--- config.mk ---
export PLATFORM = sky130hd
export DESIGN_NAME = fht_seq_ctrl_flat
export DESIGN_NICKNAME = d
export VERILOG_FILES = /design/src/rtl/fht_seq_ctrl_if.sv /design/src/rtl/fht_seq_ctrl.sv /design/src/flat_wrapper.sv
export SDC_FILE = /design/constraint.sdc
export NUM_CORES = 1
export LEC_CHECK = 0
export CAP_MARGIN = 20
export CORE_MARGIN = 4
export CORE_UTILIZATION = 42
export DETAILED_ROUTE_END_ITERATION = 16
export MAX_ROUTING_LAYER = met4
export PLACE_DENSITY = 0.62
export SLEW_MARGIN = 40
export SYNTH_ARGS = -nofsm -noshare
export SYNTH_HDL_FRONTEND = slang
export SYNTH_SLANG_ARGS = --single-unit
--- constraint.sdc ---
create_clock -name iCLK -period 6.4 [get_ports iCLK]
set_clock_uncertainty 0.05 [all_clocks]
set_input_delay 0.64 -clock iCLK [delete_from_list [all_inputs] [get_ports iCLK]]
set_output_delay 0.64 -clock iCLK [all_outputs]
set_load 0.05 [all_outputs]
--- src/rtl/fht_seq_ctrl_if.sv ---
// rtl/fht_seq_ctrl_if.sv - control/address bundle between the FHT sequencer and its datapath
interface fht_seq_ctrl_if #(
    parameter int A_BIT = 8
) ();
    logic             iSTART;
    logic [3:0]       iN_LOG2;
    logic             iHOLD;
    logic             iABORT;
    logic [A_BIT-1:0] oADDR_RD_0;
    logic [A_BIT-1:0] oADDR_RD_1;
    logic [A_BIT-1:0] oADDR_WR_0;
    logic [A_BIT-1:0] oADDR_WR_1;
    logic [A_BIT-1:0] oADDR_COEF;
    logic             oWE_A;
    logic             oWE_B;
    logic [3:0]       oSTAGE;
    logic             oST_ZERO;
    logic             oST_LAST;
    logic [A_BIT-1:0] oSECTOR;
    logic             o2ND_PART_SUBSEC;
    logic             oSOURCE_DATA;
    logic             oSTAGE_DONE;
    logic             oRDY;
    logic             oERR;

    modport master (
        output iSTART, iN_LOG2, iHOLD, iABORT,
        input  oADDR_RD_0, oADDR_RD_1, oADDR_WR_0, oADDR_WR_1, oADDR_COEF,
        input  oWE_A, oWE_B, oSTAGE, oST_ZERO, oST_LAST, oSECTOR,
        input  o2ND_PART_SUBSEC, oSOURCE_DATA, oSTAGE_DONE, oRDY, oERR
    );

    modport slave (
        input  iSTART, iN_LOG2, iHOLD, iABORT,
        output oADDR_RD_0, oADDR_RD_1, oADDR_WR_0, oADDR_WR_1, oADDR_COEF,
        output oWE_A, oWE_B, oSTAGE, oST_ZERO, oST_LAST, oSECTOR,
        output o2ND_PART_SUBSEC, oSOURCE_DATA, oSTAGE_DONE, oRDY, oERR
    );
endinterface

--- src/rtl/fht_seq_ctrl.sv ---
// rtl/fht_seq_ctrl.sv - FHT stage/address sequencer for a 4-bank in-place butterfly datapath
module fht_seq_ctrl #(
    parameter int N_MAX_LOG2 = 10,
    parameter int A_BIT      = N_MAX_LOG2 - 2,
    parameter int WR_LAT     = 2
) (
    input  logic          iCLK,
    input  logic          iRESET,
    fht_seq_ctrl_if.slave bus
);
    localparam int TW = A_BIT + 4;

    typedef enum logic [1:0] {S_IDLE, S_READ, S_FLUSH} state_t;

    state_t           state_q;
    logic [3:0]       n_q;
    logic [3:0]       stage_q;
    logic [TW-1:0]    t_q;
    logic             src_q;
    logic             err_q;
    logic [A_BIT-1:0] coef_q;
    logic [A_BIT-1:0] pipe_addr_q [WR_LAT];
    logic             pipe_part_q [WR_LAT];

    logic [3:0]       divlog;
    logic [TW-1:0]    t_rd_last, t_end;
    logic             is_read, busy, is_zero, is_last, mid_stage;
    logic             active, done, we, start_ok, part_d;
    logic [A_BIT-1:0] t_a, mask_a, half_a, k_a, s_a, rd0_d, rd1_d, rev_d, base, wr0, wr1;

    always_comb begin
        // Sector length is 2^divlog: L on stages 0/1, halving each stage after, 1 on the last.
        divlog    = (stage_q == 4'd0) ? n_q - 4'd2 : n_q - 4'd1 - stage_q;
        t_rd_last = (TW'(1) << (n_q - 4'd2)) - TW'(1);
        t_end     = t_rd_last + TW'(WR_LAT);
        is_read   = (state_q == S_READ);
        busy      = (state_q != S_IDLE);
        is_zero   = (stage_q == 4'd0);
        is_last   = (stage_q == n_q - 4'd1);
        mid_stage = !is_zero && !is_last;
        active    = busy && !bus.iHOLD && !bus.iABORT;
        done      = (state_q == S_FLUSH) && (t_q == t_end) && active;
        we        = active && (t_q >= TW'(WR_LAT));
        start_ok  = bus.iSTART && (bus.iN_LOG2 >= 4'd4) && (bus.iN_LOG2 <= 4'(N_MAX_LOG2));

        t_a    = t_q[A_BIT-1:0];
        mask_a = ~({A_BIT{1'b1}} << divlog);
        half_a = mask_a ^ (mask_a >> 1);
        k_a    = t_a & mask_a;
        s_a    = is_read ? (t_a >> divlog) : '0;
        rd0_d  = is_read ? t_a : '0;
        // Partner mirrors k within the sector: s*div + (-k mod div).
        rd1_d  = (is_read && mid_stage && (s_a != '0))
               ? ((t_a & ~mask_a) + ((A_BIT'(0) - k_a) & mask_a)) : rd0_d;
        part_d = is_read && mid_stage && (k_a >= half_a);

        rev_d = '0;
        for (int i = 0; i < A_BIT; i++) begin
            rev_d[i] = s_a[A_BIT-1-i];
        end

        base = pipe_addr_q[WR_LAT-1];
        wr0  = base - ((mid_stage &&  pipe_part_q[WR_LAT-1]) ? half_a : '0);
        wr1  = base + ((mid_stage && !pipe_part_q[WR_LAT-1]) ? half_a : '0);
    end

    always_ff @(posedge iCLK) begin
        if (iRESET || bus.iABORT) begin
            state_q <= S_IDLE;
            stage_q <= '0;
            t_q     <= '0;
            src_q   <= 1'b0;
            err_q   <= 1'b0;
            coef_q  <= '0;
            for (int i = 0; i < WR_LAT; i++) begin
                pipe_addr_q[i] <= '0;
                pipe_part_q[i] <= 1'b0;
            end
            if (iRESET) begin
                n_q <= 4'(N_MAX_LOG2);
            end
        end else begin
            err_q <= 1'b0;
            case (state_q)
                S_IDLE: begin
                    if (start_ok) begin
                        state_q <= S_READ;
                        n_q     <= bus.iN_LOG2;
                        stage_q <= '0;
                        t_q     <= '0;
                    end else if (bus.iSTART) begin
                        err_q <= 1'b1;
                    end
                end
                default: begin
                    if (!bus.iHOLD) begin
                        coef_q         <= is_zero ? '0 : rev_d;
                        pipe_addr_q[0] <= rd0_d;
                        pipe_part_q[0] <= part_d;
                        for (int i = 1; i < WR_LAT; i++) begin
                            pipe_addr_q[i] <= pipe_addr_q[i-1];
                            pipe_part_q[i] <= pipe_part_q[i-1];
                        end
                        if (state_q == S_READ) begin
                            t_q <= t_q + TW'(1);
                            if (t_q == t_rd_last) begin
                                state_q <= S_FLUSH;
                            end
                        end else if (t_q == t_end) begin
                            t_q <= '0;
                            if (is_last) begin
                                state_q <= S_IDLE;
                                stage_q <= '0;
                                src_q   <= 1'b0;
                            end else begin
                                state_q <= S_READ;
                                stage_q <= stage_q + 4'd1;
                                src_q   <= ~src_q;
                            end
                        end else begin
                            t_q <= t_q + TW'(1);
                        end
                    end
                end
            endcase
        end
    end

    assign bus.oADDR_RD_0       = rd0_d;
    assign bus.oADDR_RD_1       = rd1_d;
    assign bus.oADDR_WR_0       = wr0;
    assign bus.oADDR_WR_1       = wr1;
    assign bus.oADDR_COEF       = coef_q;
    assign bus.oWE_A            = we &&  stage_q[0];
    assign bus.oWE_B            = we && !stage_q[0];
    assign bus.oSTAGE           = stage_q;
    assign bus.oST_ZERO         = busy && is_zero;
    assign bus.oST_LAST         = busy && is_last;
    assign bus.oSECTOR          = s_a;
    assign bus.o2ND_PART_SUBSEC = part_d;
    assign bus.oSOURCE_DATA     = src_q;
    assign bus.oSTAGE_DONE      = done;
    assign bus.oRDY             = (state_q == S_IDLE);
    assign bus.oERR             = err_q;
endmodule

--- src/flat_wrapper.sv ---
// flat-port wrapper written by rule: the top's interface ports become plain ports
module fht_seq_ctrl_flat 
#(
    parameter int N_MAX_LOG2 = 10,
    parameter int A_BIT      = N_MAX_LOG2 - 2,
    parameter int WR_LAT     = 2
)
  (iCLK, iRESET, bus_iSTART, bus_iN_LOG2, bus_iHOLD, bus_iABORT, bus_oADDR_RD_0, bus_oADDR_RD_1, bus_oADDR_WR_0, bus_oADDR_WR_1, bus_oADDR_COEF, bus_oWE_A, bus_oWE_B, bus_oSTAGE, bus_oST_ZERO, bus_oST_LAST, bus_oSECTOR, bus_o2ND_PART_SUBSEC, bus_oSOURCE_DATA, bus_oSTAGE_DONE, bus_oRDY, bus_oERR);
  fht_seq_ctrl_if #(.A_BIT(A_BIT)) bus_i ();
  input  logic iCLK;
  input  logic iRESET;
  input wire logic [$bits(bus_i.iSTART)-1:0] bus_iSTART;
  input wire logic [$bits(bus_i.iN_LOG2)-1:0] bus_iN_LOG2;
  input wire logic [$bits(bus_i.iHOLD)-1:0] bus_iHOLD;
  input wire logic [$bits(bus_i.iABORT)-1:0] bus_iABORT;
  output wire logic [$bits(bus_i.oADDR_RD_0)-1:0] bus_oADDR_RD_0;
  output wire logic [$bits(bus_i.oADDR_RD_1)-1:0] bus_oADDR_RD_1;
  output wire logic [$bits(bus_i.oADDR_WR_0)-1:0] bus_oADDR_WR_0;
  output wire logic [$bits(bus_i.oADDR_WR_1)-1:0] bus_oADDR_WR_1;
  output wire logic [$bits(bus_i.oADDR_COEF)-1:0] bus_oADDR_COEF;
  output wire logic [$bits(bus_i.oWE_A)-1:0] bus_oWE_A;
  output wire logic [$bits(bus_i.oWE_B)-1:0] bus_oWE_B;
  output wire logic [$bits(bus_i.oSTAGE)-1:0] bus_oSTAGE;
  output wire logic [$bits(bus_i.oST_ZERO)-1:0] bus_oST_ZERO;
  output wire logic [$bits(bus_i.oST_LAST)-1:0] bus_oST_LAST;
  output wire logic [$bits(bus_i.oSECTOR)-1:0] bus_oSECTOR;
  output wire logic [$bits(bus_i.o2ND_PART_SUBSEC)-1:0] bus_o2ND_PART_SUBSEC;
  output wire logic [$bits(bus_i.oSOURCE_DATA)-1:0] bus_oSOURCE_DATA;
  output wire logic [$bits(bus_i.oSTAGE_DONE)-1:0] bus_oSTAGE_DONE;
  output wire logic [$bits(bus_i.oRDY)-1:0] bus_oRDY;
  output wire logic [$bits(bus_i.oERR)-1:0] bus_oERR;
  assign bus_i.iSTART = bus_iSTART;
  assign bus_i.iN_LOG2 = bus_iN_LOG2;
  assign bus_i.iHOLD = bus_iHOLD;
  assign bus_i.iABORT = bus_iABORT;
  assign bus_oADDR_RD_0 = bus_i.oADDR_RD_0;
  assign bus_oADDR_RD_1 = bus_i.oADDR_RD_1;
  assign bus_oADDR_WR_0 = bus_i.oADDR_WR_0;
  assign bus_oADDR_WR_1 = bus_i.oADDR_WR_1;
  assign bus_oADDR_COEF = bus_i.oADDR_COEF;
  assign bus_oWE_A = bus_i.oWE_A;
  assign bus_oWE_B = bus_i.oWE_B;
  assign bus_oSTAGE = bus_i.oSTAGE;
  assign bus_oST_ZERO = bus_i.oST_ZERO;
  assign bus_oST_LAST = bus_i.oST_LAST;
  assign bus_oSECTOR = bus_i.oSECTOR;
  assign bus_o2ND_PART_SUBSEC = bus_i.o2ND_PART_SUBSEC;
  assign bus_oSOURCE_DATA = bus_i.oSOURCE_DATA;
  assign bus_oSTAGE_DONE = bus_i.oSTAGE_DONE;
  assign bus_oRDY = bus_i.oRDY;
  assign bus_oERR = bus_i.oERR;
  fht_seq_ctrl #(.N_MAX_LOG2(N_MAX_LOG2), .A_BIT(A_BIT), .WR_LAT(WR_LAT)) u_core (.iCLK(iCLK), .iRESET(iRESET), .bus(bus_i));
endmodule
Yosys cells after proc, flatten, opt, wreduce, memory -nomap -nowiden
Memory sizes are Yosys's and may differ from the RTL's.
Cells that the tools add are included.
{ "word_totals": {"ramBits": 18, "register_bits": 32, "mem_count": 2} }
{ "op_classes": {"eq_ne": 10, "muxes": 41, "shift": 3, "n_bitwise": 14, "magnitude_cmp": 4, "n_addsub": 11, "n_reduce_logical": 39} }
{ "mem_list": {"columns": ["name", "depth", "width", "rd", "rd_clocked_by_memory_dff", "wr", "line", "rtl"], "rows": [
  ["u_core.pipe_addr_q", 2, 8, 2, 0, 2, "fht_seq_ctrl.sv:22", "logic [A_BIT-1:0] pipe_addr_q [WR_LAT];"],
  ["u_core.pipe_part_q", 2, 1, 2, 0, 2, "fht_seq_ctrl.sv:23", "logic pipe_part_q [WR_LAT];"]
]} }
{ "op_table": {"columns": ["op", "n"], "rows": [
  ["$mux 8", 8],
  ["$mux 12", 5],
  ["$mux 4", 11],
  ["$and 8x8->8", 3],
  ["$eq 12x12->1", 2],
  ["$logic_and 1x1->1", 17],
  ["$add 8x8->8", 2],
  ["$not 8->8", 2],
  ["$add 12x1->12 const B", 1],
  ["$add 12x2->12 const B", 1],
  ["$ge 12x2->1 const B", 1],
  ["$mux 2", 6],
  ["$reduce_and 4->1", 3],
  ["$shl 1x4->12 const A", 1],
  ["$sub 12x2->12 const B", 1],
  ["$mux 1", 11],
  ["$ge 8x8->1", 1],
  ["$reduce_bool 2->1", 4],
  ["$reduce_bool 8->1", 1],
  ["$shl 8x4->8 const A", 1],
  ["$shr 8x4->8", 1],
  ["$sub 1x8->8 const A", 1],
  ["$sub 8x8->8", 1],
  ["$xor 8x7->8", 1],
  ["22 further kinds", 36]
]} }

Longest topological paths before layout
Gate-level depths: netlist of run 1.
{ "depth": {"word_depth": 10, "ltp_mapped": 23} }

Worst setup path after synthesis of run 1
Ideal clock, no wire load.
{ "synth_path": {"path_kind": "reg-to-output", "startpoint": "register u_core.n_q[1]", "endpoint": "output port bus_oADDR_RD_1[2]", "t_required_ns": 5.710, "stages_incl_launch_ff": 15, "t_arrival_ns": 5.168, "path_slack_ns": 0.542, "cell_sequence": "edfxtp_1 > inv_1 > ha_1 > buf_2 > xor2_1 > ha_1 > a21oi_1 > nand2_1 > xor2_1 > o21ai_2 > nand2_1 > nor4_1 > or4_4 > o41ai_4 > mux2i_1"} }
{ "synth_rtl": {"columns": ["element", "line", "rtl"], "rows": [
  ["from (decl)", "fht_seq_ctrl.sv:16", "logic [3:0] n_q;"],
  ["from (signal assigned)", "fht_seq_ctrl.sv:80", "n_q <= 4'(N_MAX_LOG2);"],
  ["from (signal assigned)", "fht_seq_ctrl.sv:88", "n_q <= bus.iN_LOG2;"],
  ["$sub 4x1->4", "fht_seq_ctrl.sv:33", "divlog = (stage_q == 4'd0) ? n_q - 4'd2 : n_q - 4'd1 - stage_q;"],
  ["$sub 4x4->4", "fht_seq_ctrl.sv:33", null],
  ["$mux 4 (*)", "fht_seq_ctrl.sv:33", null],
  ["$shr 8x4->8 (*)", "fht_seq_ctrl.sv:50", "s_a = is_read ? (t_a >> divlog) : '0;"],
  ["$mux 8 (*)", "fht_seq_ctrl.sv:50", null],
  ["net bus_oSECTOR[6]", "flat_wrapper.sv:26", "output wire logic [$bits(bus_i.oSECTOR)-1:0] bus_oSECTOR;"],
  ["$reduce_bool 8->1 (*)", "fht_seq_ctrl.sv:53", "rd1_d = (is_read && mid_stage && (s_a != '0))"],
  ["$logic_and 1x1->1 (*)", "fht_seq_ctrl.sv:53", null],
  ["$mux 8 (*)", "fht_seq_ctrl.sv:54", "? ((t_a & ~mask_a) + ((A_BIT'(0) - k_a) & mask_a)) : rd0_d;"],
  ["to (decl)", "flat_wrapper.sv:17", "output wire logic [$bits(bus_i.oADDR_RD_1)-1:0] bus_oADDR_RD_1;"]
]} }
Mark *: on every way through the listed nets, which the timed path passes. The rest lies on a longest branch.

Final worst setup path of run 1
{ "layout_path": {"startpoint": "register u_core.n_q[0]", "endpoint": "output port bus_oADDR_RD_1[5]"} }
{ "layout_between": {"elab_chain_len": 10} }
{ "layout_lines": {"columns": ["element", "line", "rtl"], "rows": [
  ["$sub 4x1->4", "fht_seq_ctrl.sv:33, fht_seq_ctrl.sv:39", null],
  ["$sub 4x4->4", "fht_seq_ctrl.sv:33", null],
  ["$mux 4", "fht_seq_ctrl.sv:33", null],
  ["$shl 8x4->8", "fht_seq_ctrl.sv:47", "mask_a = ~({A_BIT{1'b1}} << divlog);"],
  ["$not 8->8", "fht_seq_ctrl.sv:47", null],
  ["$and 8x8->8", "fht_seq_ctrl.sv:49", "k_a = t_a & mask_a;"],
  ["$sub 1x8->8", "fht_seq_ctrl.sv:54", null],
  ["$and 8x8->8", "fht_seq_ctrl.sv:54", null],
  ["$add 8x8->8", "fht_seq_ctrl.sv:54", null],
  ["$mux 8 (*)", "fht_seq_ctrl.sv:54", null]
]} }
Every way passes the cells marked *; elsewhere a longest branch is shown, timed or not.

==> results of run 1 <==
-- timing repair --
action,CTS,global route
hold endpoints to repair,0,0
resized for setup,0,3
endpoints found under the setup margin,0,13
-- registers in the layout (all words and copies together) (netlist names) --
register and cells:
u_core.bus.oADDR_COEF 8, u_core.bus.oERR 1, u_core.bus.oSOURCE_DATA 1, u_core.bus.oSTAGE 4
u_core.n_q 4, u_core.pipe_addr_q 16, u_core.pipe_part_q 2, u_core.state_q 2
u_core.t_q 12
-- stage by stage --
stage / hold slack (ps) / worst slack [ps] / area (um2)
detailed placement: 418.0 / 489.3 / 5782
global placement: 412.7 / 247.2 / 5771
CTS: 436.1 / 161.1 / 5936
global route: 448.1 / -21.69 / 5944
finish: 434.8 / 433.5 / 5944
floorplan: 456.7 / 541.6 / 4926
-- layout by cell type (no fill, tap or decap), types with 7 or more instances in the layout --
master,netlist,routed
dfxtp_1,28,28
and3_1,19,19
nand2_1,40,40
a21boi_0,7,7
clkdlybuf4s50_1,0,66
a22o_1,9,9
o21ai_0,25,24
nor2_1,66,66
edfxtp_1,22,22
ha_1,38,37
xnor2_1,34,34
nand4_1,11,11
nor2b_1,11,10
xor2_1,27,27
a21o_1,7,7
nand3_1,30,30
inv_1,34,34
o211ai_1,7,7
nor4_1,10,10
and2_1,9,9
buf_4,0,15
a21oi_1,33,33
mux2i_1,14,14
nand2b_1,11,11
-- final cells by class --
class                           instances  area (um2)
Fill cell                            1093        5523
Multi-Input combinational cell        496        3470
Sequential cell                        50        1221
Timing Repair Buffer                   82       785.8
Tap cell                              143       178.9
Inverter                               36       135.1
Clock buffer                            5       125.1
Clock inverter                          3       28.78
-- final timing paths --
| path | startpoint | endpoint | slack (ps) |
|---|---|---|---|
| hold reg to reg | u_core.bus.oADDR_COEF[1] | u_core.bus.oADDR_COEF[1] | 430 |
| setup / recovery | u_core.n_q[0] | bus_oADDR_RD_1[5] | 430 |
| hold / removal | u_core.bus.oADDR_COEF[1] | u_core.bus.oADDR_COEF[1] | 430 |
| setup reg to reg | u_core.n_q[1] | u_core.state_q[0] | 1460 |
-- kinds of logic after synthesis --
logic type / Yosys count
xor+xnor: 63
simple gates: 244
flops: 50
buf+inv: 64
compound gates: 128
fa+ha+maj: 41
mux: 20
-- layer usage --
metal | vias up | part of all wire | wire length, um
li1 | 2313 | - | -
met1 | 2233 | 0.45 | 6762
met2 | 187 | 0.45 | 6816
met3 | 32 | 0.071 | 1065
met4 | 0 | 0.028 | 422
met5 | - | 0 | 0
-- power by group through the flow --
| stage | combinational [uW] | clock, uW | sequential, uW |
|---|---|---|---|
| after global placement | 257 | 0 | 355 |
| after CTS | 261 | 297 | 348 |
| final | 263 | 289 | 348 |
| after detailed placement | 259 | 0 | 355 |
| after floorplan | 190 | 0 | 353 |
| after global routing | 287 | 309 | 349 |
==> metrics.md, run 1 <==
| Metric | Value |
|---|---|
| Outcome | complete, no violations |
| Drt wl/cell | 18.49 um |
| Die H | 116.3 um |
| Largest family of logic cells by synthesized area | simple AND/OR/NAND/NOR gates |
| Post-Synthesis Cells | 610 |
| Clock-pin slew on the worst setup and hold paths | about 70 ps |
| Final net count | 721 |
| Syn nets | 660 |
| Switching pwr | 314.1 uW |
| DRC | 0 |
| Final Non-Filler Cells | 815 |
| Register area share after synthesis | 0.2479 |
| Crit path max-delay family | buffers and inverters |
| Met3 GRT Util | 0.03886 |
| Max VDD drop | roughly 0.00012 V |
| Gpl congestion | approximately 0.97 |
| FF+latch count, synth | 50 |
| Unique masters post-synth | 64 |
| Area leader, netlist | edfxtp_1 |
| Total grt overflow | 0 |
| Vias in the first global route | 4628 |
| Required @ worst endpoint | 5710 ps |
| Initial DRC Count | 443 |
| Fmax | between 150 and 200 MHz |
| Max incr delay on CP | 860 ps |
| Combinational share of power | 0.292 |
| Fin. max-slew vios | 0 |
| Final Hold Fails | 0 |
| Power share of the sequential group | 0.387 |
| Postcts setup bufs | 0 |
| Num rows | 39 |
| Setup CP Type | flip-flop to primary output |
| Final setup vio count | 0 |
| P_int | 586.1 uW |
| Synth Area in Compound Gates | 0.1755 |
| Ys Warns | 0 |
| Die area | 13530 um2 |
| PD cells | 151.4 nW/um2 |
| Synth Area in Adders | 0.1087 |
| Post-synthesis mux area share | 0.04267 |
| Routed Antenna Nets | 0 |
| Worst Path Max Fanout | 13 |
| First-pass GRT wire length | 24360 um |
| Gr usage total | 0.2366 |
| Synth Area in XOR/XNOR | 0.1166 |
| Routed wire length | 15070 um |
| Most frequent cells after synthesis | nor2_1, nand2_1, ha_1 |
| Slowest stage cell, crit path | clkdlybuf4s50_1 |
| Largest net degree at the start of global routing | 22 |
| Final TNS setup | 0 ps |
| Leak pwr | 0.002464 uW |
| Hold Crit Depth | 1 |
| Max Cap Viol | 0 |
| First-pass DRT Iterations | 5 |
| Worst-path cell chain | inv_1 > ha_2 > xor2_1 > ha_1 > a21oi_1 > nand2_1 > xor2_1 > o21ai_2 > a21oi_1 > inv_1 > ha_1 > inv_1 > o21ai_0 > xnor2_1 > nand3_1 > nor2_1 > xor2_1 > mux2i_1 > clkdlybuf4s50_1 |
| Clock power share | 0.321 |
| Post-CTS Hold Fix Bufs | 0 |
| Leading post-synthesis cells by cell area | edfxtp_1, dfxtp_1, ha_1, xnor2_1, nor2_1 |
| Clk buf depth | 2 |
| Clock tree sinks | 50 |
| Area grow syn2layout | 20.68% |
| Hold crit path type | flip-flop to flip-flop |
| Final min period | 5967 ps |
| Vias/cell | a little under 6 |
| Synthesized area per cell | 8.075 um2 |
| Clk_lat worst skew | 310 ps |
| Crit path DAT | 5280 ps |
| Share of the synthesized area in the top cell type | 0.1341 |
| Layout cell share with drive strength beyond 1 | 0.07143 |
| Initial antenna violation count | 0 |
| Clock buffer count from CTS | 5 |
| Layout Utilization | 0.5184 |
| Fin crit share | 0.9323 |
| Asr flop ratio synth | 0 |
| IO buf count | 69 |
| GRT Max-Usage Layer | met2 |
| Simple-gate area share of the yosys netlist | 0.2573 |
| Root Driver | clkbuf_16 |
| DIE WIDTH | between 100 and 150 um |
| Setup crit start kind | flip-flop |
| Crit. path cell count | 19 |
| CTS tree | yes |
| IO Pins | 70 |
| Core Region | 11470 um2 |
| Bufs and invs on worst path | 4 |
| Diodes inserted | 0 |
| Worst Setup End Kind | primary output |
| Overall power | 900.2 uW |
| CTS H-tree depth | 2 |
| Placed cell count | between 800 and 900 |
| Switching Fraction | 0.3489 |
| Post-DP HPWL | roughly 12000 um |
| EDFF count, synth | 22 |
| Initial Util | 0.4296 |
| Count leader, synth | nor2_1 |
| Mapped cell area | 4926 um2 |
| Worst slew pin tran | roughly 790 ps |
| GR Util met2 | 0.3555 |
| Most used DFF post-synth | dfxtp_1 |
| GR Layer Usage met1 | 0.3211 |
| Vias | 4765 |
| R2R cell count | 14 |
| Slew margin rel. | 0.4741 |
Note: power is estimated with default switching activity, not from simulation.
==> run 2: changes to the inputs <==
--- a/config.mk
+++ b/config.mk
@@ -10,4 +10,5 @@
 export CORE_UTILIZATION = 42
 export DETAILED_ROUTE_END_ITERATION = 16
+export GPL_TIMING_DRIVEN = 0
 export MAX_ROUTING_LAYER = met4
 export PLACE_DENSITY = 0.62
--- a/constraint.sdc
+++ b/constraint.sdc
@@ -3,3 +3,3 @@
 set_input_delay 0.64 -clock iCLK [delete_from_list [all_inputs] [get_ports iCLK]]
 set_output_delay 0.64 -clock iCLK [all_outputs]
-set_load 0.05 [all_outputs]
+set_load 0.005 [all_outputs]
==> metrics.md, run 2 (synthesized netlist as in run 1, its figures left out) <==
| Metric | Value |
|---|---|
| Overall power | 870.8 uW (was 900.2 uW) |
| Hold crit path type | flip-flop to flip-flop (unchanged) |
| Crit path DAT | 5360 ps (was 5280 ps) |
| Final TNS setup | 0 ps (unchanged) |
| Leak pwr | 0.002457 uW (was 0.002464 uW) |
| Initial Util | 0.4296 (unchanged) |
| Clock tree sinks | 50 (unchanged) |
| IO Pins | 70 (unchanged) |
| Worst Setup End Kind | primary output (unchanged) |
| Diodes inserted | 0 (unchanged) |
| Final Hold Fails | 0 (unchanged) |
| Vias/cell | 5.786 (was 5.847) |
| Most used cell, CP | ha_1 |
| Fillers | 1117 (was 1093) |
| Outcome | complete, no violations (unchanged) |
| First-pass DRT Iterations | 5 (unchanged) |
| Final setup vio count | 0 (unchanged) |
| Setup CP Type | flip-flop to primary output (unchanged) |
| Max FFs per register | 16 (unchanged) |
| WHS | 428.3 ps (was 434.8 ps) |
| Required @ worst endpoint | 5710 ps (about the same) |
| Worst-path cell chain | inv_1 > ha_1 > buf_2 > clkbuf_2 > nand3_1 > ha_1 > clkbuf_1 > or3_1 > nand2_1 > ha_1 > o211ai_1 > a2111oi_1 > xor2_1 > nor4_1 > nand4_1 > nor4_1 > clkdlybuf4s50_1 (was inv_1 > ha_2 > xor2_1 > ha_1 > a21oi_1 > nand2_1 > xor2_1 > o21ai_2 > a21oi_1 > inv_1 > ha_1 > inv_1 > o21ai_0 > xnor2_1 > nand3_1 > nor2_1 > xor2_1 > mux2i_1 > clkdlybuf4s50_1) |
| Clock-pin slew on the worst setup and hold paths | 70 ps (about the same) |
| Die area | 13530 um2 (unchanged) |
| Slew margin rel. | 0.4772 (was 0.4741) |
| Vias in the first global route | 4607 (was 4628) |
| Setup crit start kind | flip-flop (unchanged) |
| Clk buf depth | 2 (unchanged) |
| Root Driver | clkbuf_16 (unchanged) |
| Worst Path Max Fanout | 10 (was 13) |
| Post-DP HPWL | 11880 um (was 11690 um) |
| IO buf count | 69 (unchanged) |
| Sequential cell area | 1221 um2 (unchanged) |
| Largest reg by FF count | u_core.pipe_addr_q (unchanged) |
| Gpl congestion | 0.9059 (was 0.9730) |
| Largest net degree at the start of global routing | 19 (was 22) |
| Reg-to-reg slack, setup | 1070 ps (was 1460 ps) |
| Final Non-Filler Cells | 831 (was 815) |
| PD cells | 145.1 nW/um2 (was 151.4 nW/um2) |
| Most common cell after layout, fill and taps aside | clkdlybuf4s50_1 |
| Placed cell count | 822 (was 807) |
| Core Region | 11470 um2 (unchanged) |
| Layout cell share with drive strength beyond 1 | 0.06977 (was 0.07143) |
| Fmax | 165.4 MHz (was 167.6 MHz) |
| Worst slew pin tran | 781.6 ps (was 786.0 ps) |
| Area grow syn2layout | 21.87% (was 20.68%) |
| First-pass GRT wire length | 24260 um (was 24360 um) |
| Bufs and invs on worst path | 5 (was 4) |
| Final min period | 6047 ps (was 5967 ps) |
| Multi-input logic area | 3495 um2 (was 3470 um2) |
| Fin. max-slew vios | 0 (unchanged) |
| Routed wire length | 15100 um (was 15070 um) |
| Max VDD drop | 0.0001082 V (was 0.0001205 V) |
| Gr usage total | 0.2328 (was 0.2366) |
| Die H | 116.3 um (unchanged) |
| Final net count | 737 (was 721) |
| DIE WIDTH | 116.3 um (unchanged) |
| Slowest stage cell, crit path | clkdlybuf4s50_1 (unchanged) |
| Clock buffer count from CTS | 5 (unchanged) |
| Layout Utilization | 0.5235 (was 0.5184) |
| Clk_lat worst skew | 300 ps (was 310 ps) |
| Highest-count cells in the layout ignoring fill and taps | clkdlybuf4s50_1, nor2_1, nand2_1 (was nor2_1, clkdlybuf4s50_1, nand2_1) |
| Initial antenna violation count | 0 (unchanged) |
| Drt wl/cell | 18.17 um (was 18.49 um) |
| CTS H-tree depth | 2 (unchanged) |
| Fin crit share | 0.9449 (was 0.9323) |
| Crit path max-delay family | buffers and inverters (unchanged) |
| Vias | 4808 (was 4765) |
| Routed Antenna Nets | 0 (unchanged) |
| RSZ-0062 raised after global routing | no |
| DRC | 0 (unchanged) |
| Num rows | 39 (unchanged) |
| Total grt overflow | 0 (unchanged) |
| Max Cap Viol | 0 (unchanged) |
| Initial DRC Count | 512 (was 443) |
| Max incr delay on CP | 580 ps (was 860 ps) |
| CTS tree | yes (unchanged) |
==> run 2: final cells by class <==
cell class	instances	area share
clock buffers	5	0.02084
multi-input cells	496	0.5821
clock inverters	3	0.004794
plain buffers	28	0.02022
well taps	143	0.02980
flip-flops and latches	50	0.2034
inverters	36	0.02251
repair buffers	70	0.1163
==> run 2: final timing paths <==
kind | startpoint | to | cells past startpoint
min | u_core.bus.oADDR_COEF[1] | u_core.bus.oADDR_COEF[1] | 1
min reg2reg | u_core.bus.oADDR_COEF[1] | u_core.bus.oADDR_COEF[1] | 1
max | u_core.n_q[1] | bus_oSTAGE_DONE | 17
max reg2reg | u_core.n_q[1] | u_core.t_q[4] | 17
==> run 2: through the flow <==
step                instance area [um2]  setup WS (ps)
global placement                   5796          456.6
finish                             6003          352.9
CTS                                5954          122.6
floorplan                          4926           1795
global route                       6003          3.111
detailed placement                 5801          480.3
==> run 2: per-layer routing <==
layer	up-vias	GRT usage	wire length, um
met5	-	-	0
met1	2274	0.3372	7139
met2	188	0.3555	6775
li1	2333	-	-
met3	13	0.02798	1056
met4	0	0.03635	129
==> run 2: timing repair <==
action / 4_1_cts / 5_1_grt
setup endpoints to repair: 0 / 8
buffers inserted: 0 / 1
gates resized for setup: 0 / 11
hold buffers: 0 / 0
==> run 2: power by group <==
group	switching, uW	leakage [uW]	internal (uW)	total [uW]
Combinational	139	0.00192	95.5	235
Sequential	8.01	0.000464	341	349
Clock	138	0.0000759	150	287
Total	285	0.00246	586	871
